[config.mk]
export PLATFORM = sky130hd
export DESIGN_NAME = buffer_access_arbiter
export DESIGN_NICKNAME = d
export VERILOG_FILES = /design/src/rtl/buffer_access_arbiter.sv
export SDC_FILE = /design/constraint.sdc
export NUM_CORES = 1
export LEC_CHECK = 0
export ABC_AREA = 1
export BUFFER_PORTS_ARGS = -buffer_cell sky130_fd_sc_hd__buf_4
export CAP_MARGIN = 20
export CORE_AREA = 2 2 39 41
export DETAILED_ROUTE_END_ITERATION = 7
export DIE_AREA = 0 0 41 43
export MAX_ROUTING_LAYER = met4
export RECOVER_POWER = 50
export SYNTH_ARGS = -nofsm -noshare
export SYNTH_HDL_FRONTEND = slang
export SYNTH_SLANG_ARGS = --single-unit
[constraint.sdc]
create_clock -name clk -period 3.7 [get_ports clk]
set_clock_uncertainty 0.1 [all_clocks]
set_input_delay 0.74 -clock clk [delete_from_list [all_inputs] [get_ports clk]]
set_output_delay 0.74 -clock clk [all_outputs]
set_load 0.05 [all_outputs]
[src/rtl/buffer_access_arbiter.sv]
// Single-cycle arbiter for the endpoint's shared single-port data buffer.
// Arbitrates USB RX push, USB TX pop and AHB access, with a starvation guard for AHB.
module buffer_access_arbiter #(
    parameter int MAX_WAIT = 4
) (
    input  logic       clk,
    input  logic       n_rst,
    input  logic       buf_clear_req,
    input  logic       rx_req,
    input  logic       tx_req,
    input  logic       ahb_req,
    input  logic       ahb_write,
    output logic       rx_grant,
    output logic       tx_grant,
    output logic       ahb_grant,
    output logic       buf_clear,
    output logic       buf_we,
    output logic       buf_re,
    output logic [1:0] buf_sel,
    output logic       hready
);

    localparam int CW = $clog2(MAX_WAIT + 1);
    localparam logic [CW-1:0] WAIT_MAX = CW'(MAX_WAIT);

    typedef enum logic [2:0] {IDLE, CLEAR, GNT_RX, GNT_TX, GNT_AHB} state_t;
    typedef enum logic {USB_TX, USB_RX} usb_t;

    state_t        state, next_state;
    usb_t          last_usb;
    logic [CW-1:0] wait_cnt;
    logic          ahb_wr_q;
    logic          e_rx, e_tx, e_ahb;

    // NOTE: sequential state uses non-blocking assignments so every register
    // samples pre-edge values regardless of process ordering.
    always_ff @(posedge clk or negedge n_rst) begin
        if (!n_rst) begin
            state <= IDLE;
        end else begin
            state <= next_state;
        end
    end

    // The currently granted requester is masked, so nobody gets back-to-back grants.
    assign e_rx  = rx_req  && (state != GNT_RX);
    assign e_tx  = tx_req  && (state != GNT_TX);
    assign e_ahb = ahb_req && (state != GNT_AHB);

    always_comb begin
        // NOTE: default first so every path assigns next_state and no latch is inferred.
        next_state = IDLE;
        if (buf_clear_req && (state != CLEAR)) begin
            next_state = CLEAR;
        end else if (e_ahb && (wait_cnt == WAIT_MAX)) begin
            next_state = GNT_AHB;
        end else if (e_rx && e_tx) begin
            next_state = (last_usb == USB_TX) ? GNT_RX : GNT_TX;
        end else if (e_rx) begin
            next_state = GNT_RX;
        end else if (e_tx) begin
            next_state = GNT_TX;
        end else if (e_ahb) begin
            next_state = GNT_AHB;
        end
    end

    // Starvation counter, fairness flag and captured AHB direction.
    always_ff @(posedge clk or negedge n_rst) begin
        if (!n_rst) begin
            wait_cnt <= '0;
            last_usb <= USB_TX;
            ahb_wr_q <= 1'b0;
        end else begin
            if (!ahb_req || ahb_grant) begin
                wait_cnt <= '0;
            end else if (wait_cnt != WAIT_MAX) begin
                wait_cnt <= wait_cnt + CW'(1);
            end
            if (next_state == GNT_RX) begin
                last_usb <= USB_RX;
            end else if (next_state == GNT_TX) begin
                last_usb <= USB_TX;
            end
            if (next_state == GNT_AHB) begin
                ahb_wr_q <= ahb_write;
            end
        end
    end

    always_comb begin
        rx_grant  = 1'b0;
        tx_grant  = 1'b0;
        ahb_grant = 1'b0;
        buf_clear = 1'b0;
        buf_we    = 1'b0;
        buf_re    = 1'b0;
        buf_sel   = 2'b00;
        case (state)
            CLEAR: begin
                buf_clear = 1'b1;
            end
            GNT_RX: begin
                rx_grant = 1'b1;
                buf_we   = 1'b1;
                buf_sel  = 2'b01;
            end
            GNT_TX: begin
                tx_grant = 1'b1;
                buf_re   = 1'b1;
                buf_sel  = 2'b10;
            end
            GNT_AHB: begin
                ahb_grant = 1'b1;
                buf_we    = ahb_wr_q;
                buf_re    = !ahb_wr_q;
                buf_sel   = 2'b11;
            end
            default: ;
        endcase
    end

    // Only combinational path through the block: AHB stalls until its grant cycle.
    assign hready = !ahb_req || ahb_grant;

endmodule

==> results of run 1 <==
-- final timing paths --
path,start,endpoint,slack [ns],cells past startpoint
worst max register to register,wait_cnt[0]$_DFFE_PN0N_,last_usb$_DFFE_PN0P_,2.25,6
worst min register to register,last_usb$_DFFE_PN0P_,last_usb$_DFFE_PN0P_,0.39,2
worst min-delay path,n_rst,state[0]$_DFF_PN0_,0.29,1
min in group clk,last_usb$_DFFE_PN0P_,last_usb$_DFFE_PN0P_,0.39,2
worst max-delay path,state[0]$_DFF_PN0_,buf_we,1.52,6
max in group asynchronous,n_rst,wait_cnt[2]$_DFFE_PN0N_,2.91,1
-- sequential cells by signal, indices dropped and copies added (netlist names) --
name and cells:
state 3, ahb_wr_q 1, last_usb 1, wait_cnt 3
-- metal layers --
metal  wire length (µm)  global-route usage  part of all wire
met5                  0                   -                 0
met4                  0             0.08000                 0
met3                 27             0.03141             0.028
met2                463              0.1938              0.48
met1                470              0.1761              0.49
-- cell type report --
cell class,instances,area share
inverters,13,0.07457
multi-input cells,40,0.3881
flip-flops and latches,8,0.3059
clock buffers,3,0.03442
repair buffers,15,0.1663
well taps,16,0.03059
-- critical path, stage by stage (launching register included) --
cell,delay (ns)
dfrtp_1,0.42
inv_1,0.13
nand3_4,0.13
inv_1,0.11
nand2_1,0.05
nand2_1,0.05
buf_4,0.20
-- cells in the final DEF, fill, tap and decap left out --
| cell type | instances |
|---|---|
| clkbuf_4 | 3 |
| nand2_1 | 13 |
| nand4_1 | 3 |
| o21ai_0 | 1 |
| o21ai_1 | 2 |
| nand3_2 | 3 |
| nor2_1 | 1 |
| nand3_4 | 1 |
| nand2_4 | 1 |
| inv_2 | 2 |
| clkbuf_1 | 1 |
| nor2_4 | 1 |
| buf_4 | 14 |
| nand2_2 | 5 |
| ha_1 | 2 |
| inv_1 | 11 |
| xnor2_1 | 1 |
| nand3b_1 | 1 |
| dfrtp_1 | 8 |
| nand3_1 | 4 |
| a21oi_1 | 1 |
-- stage by stage --
stage               cell area [µm²]  utilization  hold slack [ns]
detailed placement            644.4       0.4656           0.3679
global route                  654.4       0.4729           0.3159
finish                        654.4       0.4729           0.2908
CTS                           666.9       0.4819           0.1933
floorplan                     511.7            -           0.3444
global placement              644.4       0.4656           0.3698
-- power breakdown --
part	internal, mW	total, mW	switching [mW]
Clock	0.0372	0.0680	0.0308
Combinational	0.107	0.339	0.232
Sequential	0.124	0.154	0.0302
Total	0.267	0.561	0.293
-- logic make-up after synthesis --
family | count (synthesis) | share of synthesized area
XOR/XNOR | 1 | 0.01712
adder cells (fa/ha/maj) | 2 | 0.04889
buffers and inverters | 13 | 0.09536
AO/OA/AOI/OAI | 4 | 0.03910
flip-flops | 8 | 0.3912
AND/OR/NAND/NOR | 33 | 0.4083
==> flow_summary.yaml, run 1 <==
global_routing:
  antenna_found_initial: 0
  grt.total_usage: 0.1383
  grt_pass1_wl_mm: 1.566
  grt_overflow_total: 0
  grt_max_degree: 9
  grt_pass1_vias: 379
cells_and_area:
  final_cells: 95
  fin_nets: 90
  drive_gt1_frac: 0.3797
  area_growth_pct: 27.87
  n_fill_cell: 139
  multiInputGateArea_um2: 254.0
  diodes: 0
  seqCellArea_um2: 200.2
sta:
  finalWorstSetupSlack_ns: 1.521
  worst_slew_pin_slew_ns: 0.4252
  slew_headroom: 0.7165
  finalSetupViolCount: 0
  period_share: 0.5889
  rsz0062_at_grt: "no"
  fin_setup_tns_ns: 0
  final.min_clock_period_ns: 2.179
  fmax_mhz: 458.9
  slew_viol_final: 0
  hold_viol: 0
placement:
  place.detailed.hpwl_um: 794.7
  placed_cells: 92
  portBuffers: 15
  place.gp.congestion: 0.8021
  pre_cts_ws_ns: 1.700
logic_synthesis:
  syn-num-nets: 70
  synth.distinct_cells: 18
  ys_seq_area_frac: 0.3912
  ys_ff_latch: 8
  synth.avg_cell_area_um2: 8.389
  synthTopCellsByCount: "nand2_1, inv_1, dfrtp_1"
  synth_cells: 61
  async_reset_ff_frac: 1.000
  yosys.area.top_type: "dfrtp_1"
  yosysTopAreaCellShare: 0.3912
  synth_edf_count: 0
  synth_most_common_cell: "nand2_1"
  ys_warn_count: 0
  syn_area_um2: 511.7
  synth_ff_type: "dfrtp_1"
  synth.area.top_cells: "dfrtp_1, nand2_1, nand3_2"
cts:
  cts_root_buf: "clkbuf_4"
  clk_latency_ns: 0.25
  clock-sinks: 8
  cts_buffer_depth: 2
  post_cts_buffers: 0
  cts_hold_buffers: 0
  cts_tree: "done"
  post_cts_resized: 0
  cts_buffers: 3
  clk_pin_slew_ns: 0.06
  cts_htree_levels: 1
drt:
  antenna_left: 0
  drt_iter0_markers: 12
  avgViaCountPerCell: 4.516
  first_pass_iters: 4
  num_vias: 429
  drc: 0
  wl_per_cell_um: 10.11
  wirelength_um: 960
pwr:
  peakVddDrop_v: 0.0003048
  finalPower_mw: 0.5607
  power_density_nw_per_um2: 856.8
  cellLeakagePower_nw: 0.3860
die:
  ios: 16
  start_util: 0.3698
  die_w_um: 41
  die-height_um: 43
  dieArea_um2: 1763
  row_count: 14
  core_um2: 1384
worst_hold_path:
  min_path_type: "in2async"
critical_path:
  cp.required_ns: 2.86
  path_max_fanout: 8
  cp-end-kind: "output port"
  critPathKind: "reg2out"
  arrival_ns: 1.34
  start_kind: "flip-flop"
status:
  status: "complete, no violations"
run:
  maxCapViolCount: 0
Note: power is estimated with default switching activity, not from simulation.
==> run 2, diff against run 1 <==
Settings changed: ABC_AREA 1 to 0.
Clock period 3.7 ns to 1.84 ns, I/O delays scaled along.
==> flow_summary.yaml, run 2 <==
status:
  status: "finished with violations"
  violations: "setup timing"
global_routing:
  grt_pass1_vias: 393
  grt_overflow_total: 0
  grt_pass1_wl_mm: 1.656
  antenna_found_initial: 0
  grt_max_degree: 9
  grt.total_usage: 0.1502
drt:
  avgViaCountPerCell: 4.923
  drc: 0
  num_vias: 448
  first_pass_iters: 2
  antenna_left: 0
  drt_iter0_markers: 3
  wirelength_mm: 1.093
  wl_per_cell_um: 12.01
sta:
  fmax_mhz: 523.0
  hold_viol: 0
  holdWs_ns: 0.2487
  period_share: 1.039
  rsz0062_at_grt: "yes"
  slew_viol_final: 0
  worst_slew_pin_slew_ns: 0.4180
  finalSetupViolCount: 4
  finalWorstSetupSlack_ns: -0.07187
  fin_setup_tns_ns: -0.1362
  slew_headroom: 0.7213
  final.min_clock_period_ns: 1.912
cts:
  cts_root_buf: "clkbuf_4"
  cts_buffers: 3
  clk_latency_ns: 0.25
  cts_htree_levels: 1
  clk_pin_slew_ns: 0.05
  clock-sinks: 8
  cts_buffer_depth: 2
  cts_tree: "done"
critical_path:
  path_max_fanout: 5
  worstSetupStartpoint: "state[0]$_DFF_PN0_"
  cp.required_ns: 1.37
  timing.rr.start: "state[1]$_DFF_PN0_"
  r2r_slack_ns: 0.06
  crit_end: "buf_we"
  r2r_cells: 7
  timing.rr.end: "ahb_wr_q$_DFFE_PN0N_"
  start_kind: "flip-flop"
  critPathKind: "reg2out"
  cp-end-kind: "output port"
  arrival_ns: 1.44
die:
  dieArea_um2: 1763
  die-height_um: 43
  core_um2: 1384
  ios: 16
  row_count: 14
  die_w_um: 41
  start_util: 0.3617
placement:
  place_area_um2: 658.1
  pre_cts_ws_ns: 0.1395
  place.gp.congestion: 0.6862
  portBuffers: 15
  place.detailed.hpwl_um: 794.2
  placed_cells: 79
cells_and_area:
  design_area_um2: 788.3
  diodes: 0
  post-route-util: 0.5696
  area_growth_pct: 57.50
  drive_gt1_frac: 0.5333
  top_regs: "state x3, wait_cnt x3"
  most-common-layout-cells: "buf_4, dfrtp_1, buf_6"
  layout_commonest_cell: "buf_4"
  fin_nets: 86
  final_cells: 91
logic_synthesis:
  ys_seq_area_frac: 0.4000
  synth_cells: 47
  syn_area_um2: 500.5
  synth.distinct_cells: 26
  syn-num-nets: 56
  ys_warn_count: 0
  yosys.area.top_type: "dfrtp_1"
  synthTopCellsByCount: "dfrtp_1, nor2_1, nand2_1"
  async_reset_ff_frac: 1.000
  ys_ff_latch: 8
  synth_edf_count: 0
  synth_most_common_cell: "dfrtp_1"
  synth.avg_cell_area_um2: 10.65
  yosysTopAreaCellShare: 0.4000
  synth.area.top_cells: "dfrtp_1, nor3b_2, ha_1"
  synth_ff_type: "dfrtp_1"
pwr:
  peakVddDrop_v: 0.0006345
  cellLeakagePower_nw: 0.4007
  power_density_nw_per_um2: 1270
  finalPower_mw: 1.001
run:
  maxCapViolCount: 0
worst_hold_path:
  min_path_type: "in2reg"
-- run 2: changes by cell type in the layout (fill, tap and decap cells not counted), sizes merged, moves of 2 or more --
cell    previous run  this run
nand3              8         1
nor2               2         5
nand2             19         6
nor3b              0         3
nand4              3         0
buf               14        23
inv               13         4
nand2b             0         2
-- run 2: worst min path at each step --
stage / endpoint / slack (ns) / startpoint / cells past startpoint
3_3_place_gp: wait_cnt[1]$_DFFE_PN0N_ / 0.09 / n_rst / 1
6_report: ahb_wr_q$_DFFE_PN0N_ / 0.25 / ahb_write / 2
3_5_place_dp: wait_cnt[0]$_DFFE_PN0N_ / 0.09 / n_rst / 1
2_1_floorplan: ahb_wr_q$_DFFE_PN0N_ / -0.03 / n_rst / 0
5_1_grt: ahb_wr_q$_DFFE_PN0N_ / 0.24 / ahb_write / 2
4_1_cts: ahb_wr_q$_DFFE_PN0N_ / 0.24 / ahb_write / 2
-- run 2: critical path: stages, from the launching register on --
cell	delay, ns
dfrtp_1	0.38
or3b_4	0.46
inv_4	0.08
a21o_1	0.12
buf_6	0.15
-- run 2: logic make-up (layout without fill, tap and decap cells) --
family | after synthesis | in the layout | share of synthesized area
and+or+nand+nor | 23 | 23 | 0.3400
DFF | 8 | 8 | 0.4000
AOI/OAI and AO/OA | 7 | 7 | 0.1125
buffers and inverters | 4 | 32 | 0.02999
adders and majority gates | 2 | 2 | 0.04999
muxes | 2 | 2 | 0.04999
xor gates and xnor gates | 1 | 1 | 0.01750
-- run 2: cell type report --
class	count	area, µm²
Sequential cell	8	200.2
Tap cell	16	20.02
Clock buffer	3	22.52
Fill cell	139	595.6
Multi-Input combinational cell	35	315.3
Timing Repair Buffer	25	212.7
Inverter	4	17.52
-- run 2: routing by layer --
layer | wire length, µm | up-vias | GRT usage
li1 | - | 219 | -
met1 | 405 | 216 | 0.1711
met2 | 616 | 11 | 0.2250
met3 | 58 | 2 | 0.01571
met4 | 12 | 0 | 0.1200
met5 | 0 | - | -
-- run 2: timing repair --
action / in CTS / in global routing
resized for setup: 6 / 5
pin swaps: 2 / 3
endpoints found under the hold margin: 8 / 0
setup endpoints to repair: 6 / 8
setup buffers: 4 / 4
hold buffers: 1 / 0
-- run 2: report_power, final --
group / internal [mW] / leakage [nW] / switching (mW) / total [mW]
clock: 0.0744 / 0.0138 / 0.0564 / 0.131
combinational: 0.261 / 0.287 / 0.346 / 0.608
sequential: 0.225 / 0.0994 / 0.0370 / 0.262
